[config.mk]
export PLATFORM = sky130hd
export DESIGN_NAME = fp_seq_adder
export DESIGN_NICKNAME = d
export VERILOG_FILES = /design/src/rtl/fp_seq_adder.sv
export SDC_FILE = /design/constraint.sdc
export NUM_CORES = 1
export LEC_CHECK = 0
export ABC_AREA = 1
export BUFFER_PORTS_ARGS = -buffer_cell sky130_fd_sc_hd__clkbuf_2
export CAP_MARGIN = 20
export CORE_ASPECT_RATIO = 1.75
export CORE_MARGIN = 1.5
export CORE_UTILIZATION = 59
export CTS_BUF_LIST = sky130_fd_sc_hd__clkbuf_8
export CTS_CLUSTER_DIAMETER = 40
export CTS_CLUSTER_SIZE = 20
export DETAILED_ROUTE_END_ITERATION = 7
export PLACE_DENSITY = 0.8
export SLEW_MARGIN = 10
export SYNTH_ARGS = -nofsm -noshare
export SYNTH_HDL_FRONTEND = slang
export SYNTH_SLANG_ARGS = --single-unit
[constraint.sdc]
create_clock -name clk -period 16.15 [get_ports clk]
set_clock_uncertainty 0.2 [all_clocks]
set_input_delay 0.8075 -clock clk [delete_from_list [all_inputs] [get_ports clk]]
set_output_delay 0.8075 -clock clk [all_outputs]
set_load 0.05 [all_outputs]
[src/rtl/fp_seq_adder.sv]
// Sequential floating-point adder: fetches operands from a synchronous ROM, adds them
// with a truncating IEEE-style datapath and keeps the results in a readback buffer.
module fp_seq_adder #(
  parameter int EXP_W  = 8,
  parameter int MAN_W  = 23,
  parameter int ROM_AW = 3,
  parameter int RES_AW = 2
) (
  input  logic                   clk,
  input  logic                   rst_n,
  input  logic                   start,
  input  logic                   mode,
  input  logic [RES_AW:0]        n_ops,
  output logic                   rom_rd,
  output logic [ROM_AW-1:0]      rom_addr,
  input  logic [EXP_W+MAN_W:0]   rom_data,
  input  logic [RES_AW-1:0]      rd_addr,
  output logic [EXP_W+MAN_W:0]   rd_data,
  output logic                   busy,
  output logic                   done,
  output logic                   ovf
);

  localparam int W   = 1 + EXP_W + MAN_W;
  localparam int MW  = MAN_W + 1;
  localparam int LZW = $clog2(MAN_W + 2);
  localparam int EXW = EXP_W + 2;
  localparam int D   = 2 ** RES_AW;
  localparam logic [RES_AW:0]  D_CNT   = (RES_AW+1)'(D);
  localparam logic [EXP_W-1:0] EXP_MAX = '1;

  typedef enum logic [2:0] {
    S_IDLE, S_FETCH_A, S_FETCH_B, S_ALIGN, S_ADD, S_NORM, S_WRITE, S_DONE
  } state_t;

  state_t state_q, state_d;

  logic [ROM_AW-1:0] ptr_q, ptr_d;
  logic [RES_AW:0]   k_q, k_d;
  logic [RES_AW:0]   nops_q, nops_d;
  logic              mode_q, mode_d;
  logic              ovf_q, ovf_d;
  logic              acc_skip;

  logic [W-1:0]      a_q;
  logic [W-1:0]      acc_q;
  logic [W-1:0]      res_q;
  logic              res_ovf_q;
  logic              sign_q;
  logic              sub_q;
  logic [EXP_W-1:0]  exp_q;
  logic [MW-1:0]     mant_l_q;
  logic [MW-1:0]     mant_s_q;
  logic [MW:0]       sum_q;
  logic [W-1:0]      buf_q [D];

  function automatic logic [LZW-1:0] lzc(input logic [MW-1:0] v);
    logic [LZW-1:0] n;
    logic           found;
    n     = '0;
    found = 1'b0;
    for (int i = MW - 1; i >= 0; i--) begin
      if (!found) begin
        if (v[i]) found = 1'b1;
        else      n     = n + 1'b1;
      end
    end
    return n;
  endfunction

  // Packs a normalised result, flushing underflow to +0 and saturating to signed inf.
  // Returns {saturated, word}.
  function automatic logic [W:0] pack_sat(input logic sign, input logic [EXW-1:0] e,
                                          input logic [MAN_W-1:0] m);
    if (e[EXW-1] || (e == '0))
      return '0;
    else if (e[EXW-2:0] >= {1'b0, EXP_MAX})
      return {1'b1, sign, EXP_MAX, {MAN_W{1'b0}}};
    else
      return {1'b0, sign, e[EXP_W-1:0], m};
  endfunction

  assign acc_skip = mode_q && (k_q != '0);

  // Alignment: a_q holds the first operand, rom_data the second.
  logic             sa, sb, sign_l, a_big;
  logic [EXP_W-1:0] ea, eb, e_l, e_s, e_diff;
  logic [MW-1:0]    ma, mb, m_l, m_s, m_s_sh;

  always_comb begin
    sa     = a_q[W-1];
    sb     = rom_data[W-1];
    ea     = a_q[W-2 -: EXP_W];
    eb     = rom_data[W-2 -: EXP_W];
    ma     = (ea == '0) ? '0 : {1'b1, a_q[MAN_W-1:0]};
    mb     = (eb == '0) ? '0 : {1'b1, rom_data[MAN_W-1:0]};
    a_big  = {ea, ma} >= {eb, mb};
    e_l    = a_big ? ea : eb;
    e_s    = a_big ? eb : ea;
    m_l    = a_big ? ma : mb;
    m_s    = a_big ? mb : ma;
    sign_l = a_big ? sa : sb;
    e_diff = e_l - e_s;
    m_s_sh = (e_diff >= EXP_W'(MAN_W + 2)) ? '0 : (m_s >> e_diff);
  end

  // Normalisation of the registered mantissa sum.
  logic [LZW-1:0] nz;
  logic [MW-1:0]  m_norm;
  logic [EXW-1:0] e_norm;
  logic [W:0]     packed_r;

  always_comb begin
    nz = lzc(sum_q[MW-1:0]);
    if (sum_q[MW]) begin
      m_norm = sum_q[MW:1];
      e_norm = {2'b00, exp_q} + EXW'(1);
    end else begin
      m_norm = sum_q[MW-1:0] << nz;
      e_norm = {2'b00, exp_q} - EXW'(nz);
    end
    if (sum_q == '0) packed_r = '0;
    else             packed_r = pack_sat(sign_q, e_norm, m_norm[MAN_W-1:0]);
  end

  always_ff @(posedge clk) begin
    if (!rst_n) state_q <= S_IDLE;
    else        state_q <= state_d;
  end

  always_comb begin
    state_d = state_q;
    ptr_d   = ptr_q;
    k_d     = k_q;
    nops_d  = nops_q;
    mode_d  = mode_q;
    ovf_d   = ovf_q;
    unique case (state_q)
      S_IDLE, S_DONE: begin
        if (start) begin
          ptr_d   = '0;
          k_d     = '0;
          ovf_d   = 1'b0;
          mode_d  = mode;
          nops_d  = (n_ops > D_CNT) ? D_CNT : n_ops;
          state_d = S_FETCH_A;
        end
      end
      S_FETCH_A: state_d = (nops_q == '0) ? S_DONE : S_FETCH_B;
      S_FETCH_B: state_d = S_ALIGN;
      S_ALIGN:   state_d = S_ADD;
      S_ADD:     state_d = S_NORM;
      S_NORM:    state_d = S_WRITE;
      S_WRITE: begin
        k_d   = k_q + 1'b1;
        ptr_d = ptr_q + (mode_q ? ROM_AW'(1) : ROM_AW'(2));
        ovf_d = ovf_q | res_ovf_q;
        if (k_d == nops_q) state_d = S_DONE;
        else if (mode_q)   state_d = S_FETCH_B;
        else               state_d = S_FETCH_A;
      end
      default: state_d = S_IDLE;
    endcase
  end

  always_comb begin
    rom_rd   = 1'b0;
    rom_addr = '0;
    busy     = (state_q != S_IDLE) && (state_q != S_DONE);
    done     = (state_q == S_DONE);
    if (state_q == S_FETCH_A) begin
      rom_rd   = 1'b1;
      rom_addr = ptr_q;
    end else if (state_q == S_FETCH_B) begin
      rom_rd   = 1'b1;
      rom_addr = ptr_q + 1'b1;
    end
  end

  always_ff @(posedge clk) begin
    if (!rst_n) begin
      ptr_q  <= '0;
      k_q    <= '0;
      nops_q <= '0;
      mode_q <= 1'b0;
      ovf_q  <= 1'b0;
    end else begin
      ptr_q  <= ptr_d;
      k_q    <= k_d;
      nops_q <= nops_d;
      mode_q <= mode_d;
      ovf_q  <= ovf_d;
    end
  end

  // Datapath registers; the buffer write is gated so a reset edge never commits a result.
  always_ff @(posedge clk) begin
    if (state_q == S_FETCH_B) a_q <= acc_skip ? acc_q : rom_data;
    if (state_q == S_ALIGN) begin
      sign_q   <= sign_l;
      sub_q    <= sa ^ sb;
      exp_q    <= e_l;
      mant_l_q <= m_l;
      mant_s_q <= m_s_sh;
    end
    if (state_q == S_ADD)
      sum_q <= sub_q ? ({1'b0, mant_l_q} - {1'b0, mant_s_q})
                     : ({1'b0, mant_l_q} + {1'b0, mant_s_q});
    if (state_q == S_NORM) begin
      res_q     <= packed_r[W-1:0];
      res_ovf_q <= packed_r[W];
    end
    if ((state_q == S_WRITE) && rst_n) begin
      buf_q[k_q[RES_AW-1:0]] <= res_q;
      acc_q                  <= res_q;
    end
  end

  assign rd_data = done ? buf_q[rd_addr] : '0;
  assign ovf     = ovf_q;

endmodule

==> impl_metrics.toml <==
[critical_path]
start_kind = "register"
slowest_stage = "edfxtp_1"
critical_path.max_stage_delay_ps = 480
worst-path-max-fanout = 7
r2r-start = "sum_q[22]"
crit_type = "register to register"
crit_required_ps = 16390
worstPathArrival_ps = 15790
rr_endpoint = "res_q[16]"
crit_path_end_kind = "register"
path_common_cell = "ha_1"
reg2reg_depth = 102
reg2reg_setup_slack_ps = 600

[clock_network]
htreeDepth = 1
clock_path_buffers = 3
clkSinkCount = 322
root_buffer = "clkbuf_8"
cts_tree = "built"
clkLatencyLatePin_ps = 630
clk_pin_slew_ps = 100
hold_buffers = 0
numCtsBuffers = 30

[grt]
antenna_found_initial = 1
grt-ovfl-total = 0
grt_pass1_vias = 16870
grt_pass1_wl_um = 87490
grt_use_total = 0.3252
grt_start_max_net_pins = 66

[pwr]
p_leak_nw = 9.688
powerDensity_nw_per_um2 = 141.7
irDropWorstVdd_mv = 0.1152

[layout]
layout.nets = 2630
final-instance-count-excl-fill = 2970
layout-drive-gt1-share = 0.1325
fin_area_um2 = 22240
final_core_util = 0.6592
syn_to_final_growth_pct = 10.04

[run_status]
status = "finished clean"

[placed_design]
dp_hpwl_um = 43020
post-place-ws_ps = -316.1
dpl_cell_area_um2 = 21170
gp_congestion = 1.011
portBuffers = 79
dp_cells = 2908

[synthesis]
yosysWarnings = 0
synth_nets = 2558
syn-cell-area_um2 = 20210
synth_edf_count = 308
async_flop_share = 0
ys_ff_latch = 322
synth.distinct_cells = 61
synthDominantCellAreaShare = 0.4576
synth_cells = 2421
avgSynthCellArea_um2 = 8.349
seq_area_frac_synth = 0.4715
synth.most_common_cell = "nand2_1"
ys_top_cells_by_count = "nand2_1, nor2_1, edfxtp_1, inv_1, nand3_1"
yosys.area.top_type = "edfxtp_1"
yosys-top-cells-area = "edfxtp_1, nand2_1, nor2_1, ha_1, inv_1"
ys.flop_type = "edfxtp_1"

[die]
die_x_um = 142.9
boundaryPins = 80
start_util = 0.5990
rows = 89
die-area_um2 = 35420
core_um2 = 33740
dieHeight_um = 247.9

[timing]
finalCriticalPeriod_ps = 15550
holdWs_ps = 280.1
hold_viol_final = 0
finalSetupViolations = 0
relSlewSlack = 0.3132
tightest_slew_ps = 1030
min_period_over_period = 0.9627
drv_slew = 0
worst_slack_ps = 603.2
clock.fmax_mhz = 64.32

[routing]
routedWlPerCell_um = 19.43
final_antenna_net_count = 0
first_iter_violations = 1206
vias_per_cell = 5.819
firstDrtPassIters = 6
finalWirelength_um = 57720
routed-via-count = 17280
drc = 0

[flow_run]
cap_violations = 0

[worst_hold_path]
min_from = "n_ops[0]"
hold-path-endpoint = "nops_q[0]"
hold_path_class = "primary input to register"
hold-path-cell-count = 3
## cells by family (layout without fill, tap and decap cells)
logic type | Yosys count | count (layout) | share of synthesized area
simple gates | 1114 | 1114 | 0.2396
other cells | 0 | 1 | 0
compound gates | 422 | 422 | 0.1138
flops | 322 | 322 | 0.4715
xor+xnor | 67 | 67 | 0.02903
fa+ha+maj | 96 | 96 | 0.06054
buf+inv | 377 | 470 | 0.07274
mux | 23 | 23 | 0.01275
## where the power goes
part / internal (mW) / total [mW] / switching (mW)
sequential: 1.06 / 1.16 / 0.101
combinational: 0.435 / 1.43 / 0.993
clock: 0.227 / 0.561 / 0.334
## registers in the layout, indices dropped and copies added (netlist names), 8 cells and up
signal and cells:
buf_q 128, a_q 32, acc_q 32, res_q 32
sum_q 25, mant_l_q 24, mant_s_q 24, exp_q 8
## cell type report
class / instances / area [um^2]
fill: 2796 / 11500
multi-input combinational: 1722 / 9567
sequential: 322 / 9529
inverter: 291 / 1100
timing repair buffer: 126 / 755.7
tap: 455 / 569.3
clock buffer: 31 / 426.7
clock inverter: 22 / 291.5
antenna: 1 / 2.502
## worst max path at each step
stage / start / end / slack, ps / cells past startpoint
finish: sum_q[22] / res_q[16] / 600 / 102
global route: sum_q[22] / res_q[16] / -190 / 103
CTS: sum_q[23] / res_q[3] / 20 / 102
detailed placement: sum_q[23] / res_q[10] / -320 / 102
global placement: sum_q[23] / res_q[4] / 90 / 101
floorplan: sum_q[22] / res_q[2] / 430 / 103
## layout by cell type, fill, tap and decap left out, types with 4 or more instances in the layout
cell type	instances
a21oi_1	143
buf_4	45
clkbuf_2	79
clkbuf_8	31
clkinv_1	8
clkinv_4	4
clkinv_8	4
dfxtp_1	14
edfxtp_1	308
ha_1	84
ha_4	9
inv_1	255
inv_2	28
inv_8	5
mux2_2	22
nand2_1	513
nand2_2	14
nand2_4	6
nand3_1	184
nand3_2	7
nand4_1	17
nor2_1	303
nor2_2	9
nor2_4	17
nor2_8	6
nor3_1	12
nor3_2	4
nor4_1	5
o211ai_1	9
o21ai_0	173
o21ai_1	17
o21ai_2	5
o22ai_1	25
or2_2	6
xnor2_1	15
xor2_1	50
## worst max-delay path: cells and delay by family, from the launching register on
family,cells,cell delay [ps]
buf+inv,21,1460
xor+xnor,1,140
compound gates,20,2760
fa+ha+maj,23,5860
simple gates,37,4500
flops,1,480
## per-stage QoR
step                TNS (ps)  power, mW
floorplan                  0      2.113
global placement           0      2.506
detailed placement     -5864      2.528
CTS                        0      3.089
global route           -3136      3.346
finish                     0      3.151
## layer usage
| layer | wire [um] | GRT usage |
|---|---|---|
| met1 | 20140 | 0.3363 |
| met2 | 30290 | 0.5999 |
| met3 | 2687 | 0.03782 |
| met4 | 4601 | 0.2338 |
| met5 | 0 | 0 |
## what timing repair did
action	CTS	global route
gates cloned	0	0
buffers inserted	0	8
setup endpoints to repair	32	33
resized for setup	7	62
pin swaps	1	30
Note: power is estimated with default switching activity, not from simulation.
